## config.mk

```make
export PLATFORM = sky130hd
export DESIGN_NAME = gecko_regfile
export DESIGN_NICKNAME = d
export VERILOG_FILES = /design/src/rtl/gecko_pkg.sv /design/src/rtl/gecko_regfile_status.sv /design/src/rtl/gecko_regfile.sv
export SDC_FILE = /design/constraint.sdc
export NUM_CORES = 2
export LEC_CHECK = 0
export BUFFER_PORTS_ARGS = -buffer_cell sky130_fd_sc_hd__buf_2
export CAP_MARGIN = 20
export CORE_MARGIN = 2
export CORE_UTILIZATION = 41
export DETAILED_ROUTE_END_ITERATION = 10
export PLACE_DENSITY = 0.55
export SYNTH_ARGS = -nofsm -noshare
export SYNTH_HDL_FRONTEND = slang
export SYNTH_HIERARCHICAL = 1
export SYNTH_SLANG_ARGS = --single-unit
```

## constraint.sdc

```tcl
create_clock -name clk -period 8.9 [get_ports clk]
set_input_delay 0.89 -clock clk [delete_from_list [all_inputs] [get_ports clk]]
set_output_delay 0.89 -clock clk [all_outputs]
set_load 0.01 [all_outputs]
```

## src/rtl/gecko_pkg.sv

```systemverilog
// Shared gecko core types: register address, in-flight status tag and default tag width.
// Also used by gecko_writeback so both ends of the writeback stream agree on tag width.
package gecko_pkg;

  localparam int STATUS_WIDTH_DEFAULT = 2;
  localparam int REG_ADDR_WIDTH       = 5;
  localparam int NUM_REGS             = 32;
  localparam int XLEN                 = 32;

  typedef logic [REG_ADDR_WIDTH-1:0]       reg_addr_t;
  typedef logic [STATUS_WIDTH_DEFAULT-1:0] reg_status_t;

  function automatic logic is_x0(input reg_addr_t addr);
    return addr == '0;
  endfunction

endpackage

```

## src/rtl/gecko_regfile_status.sv

```systemverilog
// Per-register issue/retire counters: the youngest-producer tags, the full check for
// reservations and the pending flags for both read ports.
module gecko_regfile_status
  import gecko_pkg::*;
#(
  parameter int STATUS_WIDTH = STATUS_WIDTH_DEFAULT
) (
  input  logic                    clk,
  input  logic                    rst,
  input  logic                    reserve_fire,
  input  reg_addr_t               reserve_addr,
  input  logic                    retire_fire,
  input  reg_addr_t               retire_addr,
  input  reg_addr_t               rs1_addr,
  input  reg_addr_t               rs2_addr,
  output logic [STATUS_WIDTH-1:0] reserve_issue,
  output logic [STATUS_WIDTH-1:0] retire_issue,
  output logic                    reserve_full,
  output logic                    rs1_pending,
  output logic                    rs2_pending
);

  logic [STATUS_WIDTH-1:0] issue  [NUM_REGS];
  logic [STATUS_WIDTH-1:0] retire [NUM_REGS];
  logic [STATUS_WIDTH-1:0] in_flight;

  always_ff @(posedge clk) begin
    if (!rst) begin
      for (int i = 0; i < NUM_REGS; i++) begin
        issue[i]  <= '0;
        retire[i] <= '0;
      end
    end else begin
      if (reserve_fire) issue[reserve_addr] <= issue[reserve_addr] + 1'b1;
      if (retire_fire)  retire[retire_addr] <= retire[retire_addr] + 1'b1;
    end
  end

  // All-ones in-flight count is the limit: one more would alias a zero difference.
  assign in_flight     = issue[reserve_addr] - retire[reserve_addr];
  assign reserve_full  = &in_flight;
  assign reserve_issue = issue[reserve_addr];
  assign retire_issue  = issue[retire_addr];

  assign rs1_pending = !is_x0(rs1_addr) && (issue[rs1_addr] != retire[rs1_addr]);
  assign rs2_pending = !is_x0(rs2_addr) && (issue[rs2_addr] != retire[rs2_addr]);

endmodule

```

## src/rtl/gecko_regfile.sv

```systemverilog
// Gecko integer register file with in-flight tags; only the youngest producer commits.
// Optional GECKO_REGFILE_BYPASS_EN forwards an enabled writeback to the read ports same cycle.
module gecko_regfile
  import gecko_pkg::*;
#(
  parameter int STATUS_WIDTH = STATUS_WIDTH_DEFAULT
) (
  input  logic                    clk,
  input  logic                    rst,
  input  logic                    reserve_valid,
  input  reg_addr_t               reserve_addr,
  output logic                    reserve_ready,
  output logic [STATUS_WIDTH-1:0] reserve_status,
  input  logic                    writeback_valid,
  output logic                    writeback_ready,
  input  reg_addr_t               writeback_addr,
  input  logic [XLEN-1:0]         writeback_value,
  input  logic [STATUS_WIDTH-1:0] writeback_reg_status,
  input  reg_addr_t               rs1_addr,
  input  reg_addr_t               rs2_addr,
  output logic [XLEN-1:0]         rs1_data,
  output logic [XLEN-1:0]         rs2_data,
  output logic                    rs1_pending,
  output logic                    rs2_pending
);

  logic [XLEN-1:0]         regs [NUM_REGS];
  logic [STATUS_WIDTH-1:0] reserve_issue;
  logic [STATUS_WIDTH-1:0] retire_issue;
  logic                    reserve_full;
  logic                    reserve_fire;
  logic                    writeback_fire;
  logic                    write_en;

  gecko_regfile_status #(
    .STATUS_WIDTH(STATUS_WIDTH)
  ) u_status (
    .clk          (clk),
    .rst          (rst),
    .reserve_fire (reserve_fire),
    .reserve_addr (reserve_addr),
    .retire_fire  (writeback_fire),
    .retire_addr  (writeback_addr),
    .rs1_addr     (rs1_addr),
    .rs2_addr     (rs2_addr),
    .reserve_issue(reserve_issue),
    .retire_issue (retire_issue),
    .reserve_full (reserve_full),
    .rs1_pending  (rs1_pending),
    .rs2_pending  (rs2_pending)
  );

  // x0 is always grantable and never touches the counters.
  assign reserve_ready   = rst && (is_x0(reserve_addr) || !reserve_full);
  assign reserve_status  = is_x0(reserve_addr) ? '0 : reserve_issue + 1'b1;
  assign writeback_ready = rst;

  assign reserve_fire   = reserve_valid && reserve_ready && !is_x0(reserve_addr);
  assign writeback_fire = writeback_valid && writeback_ready && !is_x0(writeback_addr);
  // Compare against the pre-increment issue count so a stale producer retires silently.
  assign write_en       = writeback_fire && (writeback_reg_status == retire_issue);

  always_ff @(posedge clk) begin
    if (!rst) begin
      for (int i = 0; i < NUM_REGS; i++) regs[i] <= '0;
    end else if (write_en) begin
      regs[writeback_addr] <= writeback_value;
    end
  end

  always_comb begin
    rs1_data = is_x0(rs1_addr) ? '0 : regs[rs1_addr];
    rs2_data = is_x0(rs2_addr) ? '0 : regs[rs2_addr];
`ifdef GECKO_REGFILE_BYPASS_EN
    if (write_en && (writeback_addr == rs1_addr)) rs1_data = writeback_value;
    if (write_en && (writeback_addr == rs2_addr)) rs2_data = writeback_value;
`endif
  end

endmodule

```

==> results_dict.tcl <==
set metrics [dict create \
    startpoint "rs2_addr[1]" \
    status "finished clean" \
    place_congestion 0.850 \
    ant_nets 0 \
    drive_gt1_frac 0.274 \
    crit_path_start_kind "input pin" \
    dr.pass1.iters 6 \
    endpoint_kind "output port" \
    synth_area_leaders "edfxtp_1, mux4_2, and2_1" \
    relSlewSlack 0.169 \
    min_path_cells 2 \
    finalSetupViolCount 0 \
    tns_ps 0 \
    grt_pass1_vias 40600 \
    route.detailed.drc 0 \
    die-height_um 398 \
    rr_worst_depth 13 \
    holdBufCountCts 0 \
    synth_top_area_frac 0.545 \
    regToRegEndpoint "u_status/issue[17][1]$_SDFFCE_PN0P_" \
    clock-sinks 1152 \
    final_cells 6341 \
    rr_startpoint "u_status/issue[31][0]$_SDFFCE_PN0P_" \
    vias 39800 \
    hold_path.startpoint "writeback_value[20]" \
    wl_per_cell_um 34.0 \
    synthToLayoutAreaGrowth_pct 11.5 \
    clockRootBuffer "clkbuf_16" \
    clkTransAtPathRegs_ps 50 \
    tightestPinTransition_ps 1220 \
    fin_skew_ps 62.6 \
    leakagePower_nw 25.1 \
    synth_edf_count 1152 \
    cts_tree "built" \
    cts_made_buffers 138 \
    top_level_ports 128 \
    yosys_warnings 6 \
    power.density_nw_per_um2 190 \
    grt_pass1_wl_um 305000 \
    avgSynthCellArea_um2 15.1 \
    ys_ff_latch 1152 \
    hold_end "regs[18][20]$_SDFFCE_PN0P_" \
    postCtsSetupRepairBufs 0 \
    die_area_um2 158000 \
    antenna_found_initial 15 \
    numPortBuffers 127 \
    yosysSeqAreaShare 0.545 \
    initial_core_util 0.413 \
    via_per_inst 6.27 \
    cts_resized 0 \
    hold_viol 0 \
    overflow 0 \
    num_rows 144 \
    dp_hpwl_um 124000 \
    hold-worst-slack_ps 754 \
    max_freq_mhz 180 \
    fillers 13300 \
    required_ps 8010 \
    slew_viol_final 0 \
    rsz0062_at_grt "no" \
    maxCapViolations 0 \
    grt_use_total 0.273 \
    crit_fanout 72 \
    drtIter0Drc 4976 \
    cp_data_arrival_time_ps 4680 \
    synth.distinct_cells 60 \
    coreArea_um2 154000 \
    synth_flop_cell "edfxtp_1" \
    grt_max_degree 110 \
    drt-total-wl_um 215000 \
    critical_path_class "input pin to output port" \
    yosys.area.top_type "edfxtp_1" \
    dpl.cell_count 6089 \
    nNetsFinal 4245 \
    timing.final.crit_share 0.625 \
    reg2reg_slack_ps 4150 \
    synthCells 4218 \
    fin_crit_ps 5570 \
    async_reset_ff_frac 0 \
    netlist_area_um2 63500 \
    ir_drop_v 0.000207 \
    die_w_um 398 \
    cts_buffer_depth 3 \
    insertion_delay_ps 780 \
    hp-class "input pin to flip-flop" \
    ctsHtreeMaxLevel 4 \
]
## power breakdown
group | switching, mW | internal (mW) | total (mW)
sequential | 0.120 | 6.16 | 6.28
combinational | 0.970 | 0.604 | 1.57
clock | 2.35 | 3.21 | 5.57
total | 3.44 | 9.98 | 13.4
## registers in the layout, summed over array words and instances, names as in the netlist
signal and cells:
u_status/retire 64, regs 1024, u_status/issue 64
## cells in the mapped netlist, types with 31 or more instances
cell type	n
edfxtp_1	1152
and2_1	998
mux4_2	601
clkbuf_1	293
mux2i_1	167
nor2_1	165
nand2_1	146
buf_2	84
o22ai_1	76
nor3_1	57
a22o_1	42
a22oi_1	42
mux2_2	32
o21ai_0	31
## logic make-up after synthesis
family          Yosys count  synth area share
simple gates           1450             0.131
flops                  1152             0.545
mux                     814             0.251
buf+inv                 457            0.0326
compound gates          316            0.0359
xor+xnor                 27           0.00414
fa+ha+maj                 1          0.000197
other cells               1         0.0000591
## cells in the final DEF, fill, tap and decap left out, drive strengths merged, types with 6 or more instances in the layout
| master | Yosys | layout |
|---|---|---|
| a2111oi | 21 | 21 |
| a211oi | 28 | 28 |
| a21oi | 22 | 22 |
| a221oi | 8 | 8 |
| a22o | 42 | 42 |
| a22oi | 47 | 47 |
| and2 | 998 | 998 |
| and3 | 10 | 10 |
| buf | 155 | 248 |
| bufinv | 0 | 10 |
| clkbuf | 297 | 173 |
| clkinv | 0 | 49 |
| clkinvlp | 0 | 6 |
| conb | 1 | 32 |
| diode | 0 | 6 |
| edfxtp | 1152 | 1152 |
| inv | 5 | 13 |
| mux2 | 32 | 32 |
| mux2i | 167 | 167 |
| mux4 | 615 | 615 |
| nand2 | 146 | 146 |
| nand4 | 12 | 12 |
| nor2 | 175 | 175 |
| nor2b | 10 | 10 |
| nor3 | 57 | 57 |
| nor3b | 8 | 8 |
| o21ai | 39 | 39 |
| o221ai | 21 | 21 |
| o22ai | 76 | 76 |
| xnor2 | 18 | 18 |
| xor2 | 9 | 9 |
## final cells by class
cell class	count	area, um^2	share of cell area
Clock buffer	172	3640	0.0515
Sequential cell	1152	34600	0.489
Tap cell	2044	2560	0.0361
Clock inverter	73	731	0.0103
Inverter	5	18.8	0.000265
Antenna cell	6	15.0	0.000212
Timing Repair Buffer	249	1710	0.0242
Multi-Input combinational cell	2640	27500	0.389
## critical path: stages
cell       delay [ps]
buf_6             440
buf_12            500
or3_2             870
o22ai_1           190
a2111oi_0        1070
nor3_1            330
buf_2             260
## stage by stage
step | worst slack [ps] | util | power, mW | instance area (um^2)
floorplan | 2920 | - | 7.35 | 63600
global placement | 2840 | 0.431 | 7.95 | 66400
detailed placement | 3100 | 0.431 | 7.96 | 66400
CTS | 3360 | 0.460 | 13.5 | 70800
global route | 3220 | 0.460 | 13.8 | 70800
finish | 3330 | 0.460 | 13.4 | 70800
## worst max path at each step
stage                                           to  slack, ps  cells after the start
6_report                               rs2_data[2]       3330                      7
5_1_grt                               rs2_data[16]       3220                      7
4_1_cts                                rs2_data[0]       3360                      7
3_5_place_dp   u_status/issue[14][1]$_SDFFCE_PN0P_       3100                     14
3_3_place_gp   u_status/issue[24][0]$_SDFFCE_PN0P_       2840                     14
2_1_floorplan            regs[15][0]$_SDFFCE_PN0P_       2920                     11
## layer usage
| metal | up-vias | routed length (um) | GRT usage |
|---|---|---|---|
| met3 | 401 | 17700 | 0.0508 |
| met5 | - | 69 | 0 |
| li1 | 16300 | - | - |
| met2 | 2019 | 103000 | 0.438 |
| met4 | 14 | 8880 | 0.106 |
| met1 | 21000 | 85900 | 0.368 |
Power figures use the tool's default switching activity.
